File: src/rtl/da_mm_pkg.sv
// Shared types and helpers for the distributed-arithmetic matrix-multiply engine.
package da_mm_pkg;

  typedef enum logic [1:0] {StIdle, StCompute, StOutput} state_e;

  typedef struct packed {
    logic        sat;
    logic [63:0] val;
  } rs_t;

  function automatic int unsigned acc_width(input int unsigned dwa, input int unsigned dwb,
                                            input int unsigned k);
    return dwa + dwb + $clog2(k) + 1;
  endfunction

  // Round half up by 'shift' bits, then clip to a signed 'ow'-bit range.
  function automatic rs_t round_sat(input logic signed [63:0] r, input int unsigned shift,
                                    input int unsigned ow);
    logic signed [63:0] rr;
    logic signed [63:0] maxv;
    logic signed [63:0] minv;
    rs_t                res;
    rr = r;
    if (shift > 0) rr = (r + (64'sd1 <<< (shift - 1))) >>> shift;
    maxv = (64'sd1 <<< (ow - 1)) - 64'sd1;
    minv = -(64'sd1 <<< (ow - 1));
    res.sat = 1'b0;
    res.val = rr;
    if (rr > maxv) begin
      res.val = maxv;
      res.sat = 1'b1;
    end else if (rr < minv) begin
      res.val = minv;
      res.sat = 1'b1;
    end
    return res;
  endfunction

endpackage

File: src/rtl/da_mm_col.sv
// One output column: masked B sum, bit-serial DA accumulator, round/saturate and result register.
module da_mm_col
  import da_mm_pkg::*;
#(
  parameter int unsigned DATA_WIDTH_A = 8,
  parameter int unsigned DATA_WIDTH_B = 8,
  parameter int unsigned K            = 8,
  parameter int unsigned OUT_WIDTH    = 16,
  parameter int unsigned SHIFT        = 0
) (
  input  logic                          clk,
  input  logic                          rst,
  input  logic                          clear_i,
  input  logic                          step_i,
  input  logic                          sign_i,
  input  logic [$clog2(DATA_WIDTH_A)-1:0] t_i,
  input  logic [K-1:0]                  a_bits_i,
  input  logic [K*DATA_WIDTH_B-1:0]     b_col_i,
  input  logic [OUT_WIDTH-1:0]          bias_i,
  output logic [OUT_WIDTH-1:0]          final_o,
  output logic                          sat_o
);

  localparam int unsigned AccW = acc_width(DATA_WIDTH_A, DATA_WIDTH_B, K);
  localparam int unsigned PW   = DATA_WIDTH_B + $clog2(K) + 1;

  logic signed [PW-1:0]   psum;
  logic signed [AccW-1:0] p_sh, acc_sum, acc_d, acc_q;
  logic [OUT_WIDTH-1:0]   out_q;
  logic                   sat_q;
  rs_t                    res;

  always_comb begin
    psum = '0;
    for (int k = 0; k < K; k++) begin
      if (a_bits_i[k]) psum = psum + PW'($signed(b_col_i[k*DATA_WIDTH_B +: DATA_WIDTH_B]));
    end
  end

  // The sign bit of A carries negative weight in two's complement.
  assign p_sh    = AccW'(psum) <<< t_i;
  assign acc_sum = sign_i ? (acc_q - p_sh) : (acc_q + p_sh);
  assign acc_d   = clear_i ? '0 : (step_i ? acc_sum : acc_q);
  assign res     = round_sat(64'(acc_sum) + 64'($signed(bias_i)), SHIFT, OUT_WIDTH);

  always_ff @(posedge clk or posedge rst) begin
    if (rst) begin
      acc_q <= '0;
      out_q <= '0;
      sat_q <= 1'b0;
    end else begin
      acc_q <= acc_d;
      if (step_i && sign_i) begin
        out_q <= res.val[OUT_WIDTH-1:0];
        sat_q <= res.sat;
      end
    end
  end

  assign final_o = out_q;
  assign sat_o   = sat_q;

endmodule

File: src/rtl/da_mm_engine.sv
// Bit-serial distributed-arithmetic M x K by K x N matrix multiply with per-row output handshake.
// Optional bias addition is enabled by defining DA_MM_BIAS_EN.
module da_mm_engine
  import da_mm_pkg::*;
#(
  parameter int unsigned DATA_WIDTH_A = 8,
  parameter int unsigned DATA_WIDTH_B = 8,
  parameter int unsigned M            = 2,
  parameter int unsigned K            = 8,
  parameter int unsigned N            = 4,
  parameter int unsigned OUT_WIDTH    = 16,
  parameter int unsigned SHIFT        = 0
) (
  input  logic                               clk,
  input  logic                               rst,
  input  logic                               start_valid_i,
  output logic                               start_ready_o,
  input  logic [M*K*DATA_WIDTH_A-1:0]        a_i,
  input  logic [K*N*DATA_WIDTH_B-1:0]        b_i,
  input  logic [N*OUT_WIDTH-1:0]             bias_i,
  output logic                               out_valid_o,
  input  logic                               out_ready_i,
  output logic [((M > 1) ? $clog2(M) : 1)-1:0] out_row_o,
  output logic [N*OUT_WIDTH-1:0]             final_out_o,
  output logic [N-1:0]                       sat_flag_o,
  output logic                               busy_o
);

  localparam int unsigned RowW = (M > 1) ? $clog2(M) : 1;
  localparam int unsigned TW   = $clog2(DATA_WIDTH_A);

  state_e                  state_q, state_d;
  logic [RowW-1:0]         m_q, m_d;
  logic [TW-1:0]           t_q, t_d;
  logic                    capture, clear, step, last_t;
  logic [DATA_WIDTH_A-1:0] a_q [M][K];
  logic [DATA_WIDTH_B-1:0] b_q [K][N];
  logic [K-1:0]            a_bits;

  assign capture = (state_q == StIdle) && start_valid_i;
  assign last_t  = (t_q == TW'(DATA_WIDTH_A - 1));
  assign step    = (state_q == StCompute);

  always_ff @(posedge clk) begin
    if (capture) begin
      for (int m = 0; m < M; m++) begin
        for (int k = 0; k < K; k++) a_q[m][k] <= a_i[(m*K+k)*DATA_WIDTH_A +: DATA_WIDTH_A];
      end
      for (int k = 0; k < K; k++) begin
        for (int n = 0; n < N; n++) b_q[k][n] <= b_i[(k*N+n)*DATA_WIDTH_B +: DATA_WIDTH_B];
      end
    end
  end

`ifdef DA_MM_BIAS_EN
  logic [OUT_WIDTH-1:0] bias_q [N];
  always_ff @(posedge clk) begin
    if (capture) begin
      for (int n = 0; n < N; n++) bias_q[n] <= bias_i[n*OUT_WIDTH +: OUT_WIDTH];
    end
  end
`else
  logic unused_bias;
  assign unused_bias = ^bias_i;
`endif

  always_comb begin
    for (int k = 0; k < K; k++) a_bits[k] = a_q[m_q][k][t_q];
  end

  always_comb begin
    state_d = state_q;
    m_d     = m_q;
    t_d     = t_q;
    clear   = 1'b0;
    unique case (state_q)
      StIdle: begin
        if (start_valid_i) begin
          state_d = StCompute;
          m_d     = '0;
          t_d     = '0;
          clear   = 1'b1;
        end
      end
      StCompute: begin
        if (last_t) state_d = StOutput;
        else        t_d     = t_q + TW'(1);
      end
      StOutput: begin
        if (out_ready_i) begin
          t_d   = '0;
          clear = 1'b1;
          if (m_q == RowW'(M - 1)) begin
            state_d = StIdle;
            m_d     = '0;
          end else begin
            state_d = StCompute;
            m_d     = m_q + RowW'(1);
          end
        end
      end
      default: state_d = StIdle;
    endcase
  end

  always_ff @(posedge clk or posedge rst) begin
    if (rst) begin
      state_q <= StIdle;
      m_q     <= '0;
      t_q     <= '0;
    end else begin
      state_q <= state_d;
      m_q     <= m_d;
      t_q     <= t_d;
    end
  end

  for (genvar n = 0; n < N; n++) begin : g_col
    logic [K*DATA_WIDTH_B-1:0] b_col;
    logic [OUT_WIDTH-1:0]      col_bias;
    for (genvar k = 0; k < K; k++) begin : g_b
      assign b_col[k*DATA_WIDTH_B +: DATA_WIDTH_B] = b_q[k][n];
    end
`ifdef DA_MM_BIAS_EN
    assign col_bias = bias_q[n];
`else
    assign col_bias = '0;
`endif
    da_mm_col #(
      .DATA_WIDTH_A (DATA_WIDTH_A),
      .DATA_WIDTH_B (DATA_WIDTH_B),
      .K            (K),
      .OUT_WIDTH    (OUT_WIDTH),
      .SHIFT        (SHIFT)
    ) u_col (
      .clk      (clk),
      .rst      (rst),
      .clear_i  (clear),
      .step_i   (step),
      .sign_i   (last_t),
      .t_i      (t_q),
      .a_bits_i (a_bits),
      .b_col_i  (b_col),
      .bias_i   (col_bias),
      .final_o  (final_out_o[n*OUT_WIDTH +: OUT_WIDTH]),
      .sat_o    (sat_flag_o[n])
    );
  end

  assign start_ready_o = (state_q == StIdle);
  assign busy_o        = (state_q != StIdle);
  assign out_valid_o   = (state_q == StOutput);
  assign out_row_o     = m_q;

endmodule

File: config.mk
export PLATFORM = sky130hd
export DESIGN_NAME = da_mm_engine
export DESIGN_NICKNAME = d
export VERILOG_FILES = /design/src/rtl/da_mm_pkg.sv /design/src/rtl/da_mm_col.sv /design/src/rtl/da_mm_engine.sv
export SDC_FILE = /design/constraint.sdc
export NUM_CORES = 2
export LEC_CHECK = 0
export BUFFER_PORTS_ARGS = -buffer_cell sky130_fd_sc_hd__buf_4
export CAP_MARGIN = 0
export CELL_PAD_IN_SITES_DETAIL_PLACEMENT = 1
export CELL_PAD_IN_SITES_GLOBAL_PLACEMENT = 1
export CORE_MARGIN = 5
export CORE_UTILIZATION = 35
export CTS_CLUSTER_SIZE = 28
export DETAILED_ROUTE_END_ITERATION = 8
export PLACE_DENSITY = 0.62
export SETUP_SLACK_MARGIN = 0.15
export SLEW_MARGIN = 20
export SYNTH_ARGS = -nofsm -noshare
export SYNTH_HDL_FRONTEND = slang
export SYNTH_SLANG_ARGS = --single-unit
export TNS_END_PERCENT = 30
File: constraint.sdc
create_clock -name clk -period 20.4 [get_ports clk]
set_clock_uncertainty 0.15 [all_clocks]
set_input_delay 4.08 -clock clk [delete_from_list [all_inputs] [get_ports clk]]
set_output_delay 4.08 -clock clk [all_outputs]
set_load 0.02 [all_outputs]
==> results_dict.tcl <==
set metrics [dict create \
    status "complete, no violations" \
    async_flop_share_pct 28.6 \
    synthDistinctLibCells 109 \
    synth_seq_cells 538 \
    clkLatencyLatePin_ns 0.69 \
    path_class "reg2reg" \
    synth_fp_nets 5788 \
    drive_gt1_share_pct 15.2 \
    root_buffer "clkbuf_16" \
    synthCells 4922 \
    regToRegSetupSlack_ns 1.56 \
    grt_pass1_wl_mm 253 \
    max_stage_delay_ns 0.77 \
    reg2regPathDepth 67 \
    dp_hpwl_mm 135 \
    worstMarginPinSlew_ns 1.13 \
    cp.arrival_ns 19.19 \
    grt_max_degree 134 \
    worstSetupStartpointType "flip-flop" \
    slowest_stage "dfrtp_4" \
    design_area_sq_mm 0.0532 \
    io_buffers 459 \
    first_global_vias 40634 \
    place_congestion 0.910 \
    io-pin-count 524 \
    core_area_sq_mm 0.129 \
    drtIter0Drc 2618 \
    antenna_found_initial 4 \
    fill_cells 14971 \
    rsz0062_at_grt "false" \
    critPathRequiredTime_ns 20.75 \
    placed_cell_area_sq_mm 0.0509 \
    hold_start "g_col[2].u_col.final_o[15]$_DFFE_PP0P_" \
    crit_top_cell "ha_1" \
    min_path_type "reg2reg" \
    first_pass_iters 6 \
    drtAntennaViolNets 0 \
    overflow 0 \
    critPathMaxFanout 29 \
    syn_area_sq_mm 0.0454 \
    final_hold_viol_count 0 \
    end_kind "flip-flop" \
    fin_nets 6201 \
    drv_cap 0 \
    final_util_pct 41.2 \
    vias 40482 \
    seq_area_sq_mm 0.0154 \
    holdBufCountCts 0 \
    track_usage_pct 24.0 \
    slew_violations 0 \
    fin_crit_ns 18.84 \
    syn_area_per_cell_sq_um 9.23 \
    hold_end "g_col[2].u_col.final_o[15]$_DFFE_PP0P_" \
    via_per_inst 5.68 \
    relSlewSlack_pct 24.2 \
    rows 132 \
    cts_buffers 68 \
    multi_input_area_sq_mm 0.0284 \
    routed_wl_mm 171 \
    worstHoldPathCells 2 \
    ys.warnings.count 0 \
    drt-wirelength-per-cell_um 24.0 \
    cts_resized 0 \
    cts.path.max_buffers 3 \
    worstReg2RegStart "t_q[1]$_DFFE_PP0P_" \
    synthAdderAreaFrac_pct 11.9 \
    clock.fmax_mhz 53.1 \
    synth_mux_area_share_pct 4.17 \
    tritoncts "done" \
    cts_max_level 3 \
    post_cts_buffers 0 \
    clkTransAtPathRegs_ns 0.06 \
    synth_top_family_by_area "compound AO/OA/AOI/OAI gates" \
    synth_xor_area_share_pct 6.61 \
    tns_ns 0 \
    area_delta_synth_final_pct 17.2 \
    synth_seq_area_share_pct 33.9 \
    route.detailed.drc 0 \
    rr_endpoint "g_col[3].u_col.sat_o$_DFFE_PP0P_" \
    synth-simple-area-share_pct 16.2 \
    synth-compound-area-share_pct 23.4 \
    ys.flop_type "edfxtp_1" \
    start_util_pct 35.2 \
    die_y_um 370 \
    die_area_sq_mm 0.137 \
    die_w_um 370 \
    setup_viol 0 \
    clock-sinks 538 \
    synth_edf_count 384 \
    timing.final.crit_share_pct 92.4 \
]
[synth_stat cells, types with 24 or more instances]
cell       number  area, sq um
nor2b_1        83          519
nand2b_1       49          307
nand3_1        97          485
a22o_1         68          596
mux2_2         38          428
or2_2          24          150
xor2_1        116         1020
a211oi_1       58          435
o21bai_1       31          233
o31ai_1        58          435
o211ai_1       34          255
xnor2_1       203         1780
and3_1         53          332
o21ai_0       293         1470
ha_1          382         4780
nor2_1        474         1780
o22ai_1        25          156
nor3_1        134          671
buf_2          31          155
a22oi_1        26          195
dfrtp_1       154         3850
o21a_1         79          593
and2_1         78          488
a21o_1        116          871
inv_1         194          728
a21oi_1       295         1480
clkbuf_1      125          469
a31oi_1        89          557
nand2_1       394         1480
mux2i_1        94          941
fa_1           32          641
or3_1          46          288
a221oi_1       26          228
edfxtp_1      384        11500
o2111ai_1      25          219
[cells by family (layout without fill, tap and decap cells)]
kind of cell,count (synthesis),in the layout
and+or+nand+nor,1547,1547
AOI/OAI and AO/OA,1533,1533
DFF,538,538
adders and majority gates,414,414
buffers and inverters,406,873
xor gates and xnor gates,328,328
muxes,156,156
other,0,2
[cell usage in the layout, fill, tap and decap left out, types with 53 or more instances in the layout]
cell	synthesis	final
buf_4	22	548
nor2_1	474	468
mux2i_1	94	94
a21o_1	116	116
xor2_1	116	116
dfrtp_1	154	151
edfxtp_1	384	384
a22o_1	68	68
nor3_1	134	134
xnor2_1	203	203
ha_1	382	381
and2_1	78	77
and3_1	53	53
inv_1	194	193
nor2b_1	83	82
a211oi_1	58	58
o21a_1	79	78
nand2_1	394	391
a21oi_1	295	293
clkbuf_16	0	68
o21ai_0	293	293
a31oi_1	89	89
nand3_1	97	97
o31ai_1	58	57
[cell type report]
type / instances / area share [%]
Multi-Input combinational cell: 3978 / 53.5
Sequential cell: 538 / 28.9
Timing Repair Buffer: 551 / 7.79
Tap cell: 1742 / 4.10
Clock buffer: 88 / 3.38
Inverter: 198 / 1.41
Clock inverter: 36 / 0.926
Antenna cell: 2 / 0.00941
[state kept, by name, indices dropped and copies added (netlist names)]
name	cells
out_row_o	1
g_col.u_col.final_o	64
g_col.u_col.sat_o	4
b_q	256
t_q	3
g_col.u_col.acc_q	80
a_q	128
state_q	2
[critical path, delay by kind of cell, from the launching register on]
kind | cells | cell delay (ns)
AOI/OAI and AO/OA | 25 | 7.09
adders and majority gates | 9 | 3.19
and+or+nand+nor | 17 | 3.11
xor gates and xnor gates | 10 | 2.60
muxes | 3 | 0.90
DFF | 1 | 0.77
buffers and inverters | 3 | 0.74
[metrics by stage]
stage	setup WS, ns	std cells	hold slack (ns)
floorplan	5.49	4922	0.300
global placement	2.22	7005	0.314
detailed placement	1.86	7005	0.325
CTS	1.74	7129	0.336
global route	0.220	7133	0.358
finish	1.56	7133	0.331
[metal layers]
metal	routed length (um)	track usage [%]	part of all wire, %	vias up
li1	-	-	-	19393
met1	80000	33.3	47	19991
met2	79300	39.7	46	920
met3	7230	3.06	4.2	178
met4	4330	5.75	2.5	0
met5	0	0	0	-
[worst max-delay path by stage]
stage / from / to / slack, ns / depth (start not counted)
2_1_floorplan: t_q[0]$_DFFE_PP0P_ / g_col[1].u_col.final_o[0]$_DFFE_PP0P_ / 5.49 / 66
3_3_place_gp: t_q[1]$_DFFE_PP0P_ / g_col[3].u_col.sat_o$_DFFE_PP0P_ / 2.22 / 67
3_5_place_dp: t_q[1]$_DFFE_PP0P_ / g_col[3].u_col.sat_o$_DFFE_PP0P_ / 1.86 / 67
4_1_cts: t_q[1]$_DFFE_PP0P_ / g_col[3].u_col.sat_o$_DFFE_PP0P_ / 1.74 / 67
5_1_grt: t_q[1]$_DFFE_PP0P_ / g_col[3].u_col.sat_o$_DFFE_PP0P_ / 0.22 / 67
6_report: t_q[1]$_DFFE_PP0P_ / g_col[3].u_col.sat_o$_DFFE_PP0P_ / 1.56 / 67
Power is left out: the tool's default activity adds up to more than one toggle a clock period on the data nets, which glitch-free logic cannot reach.
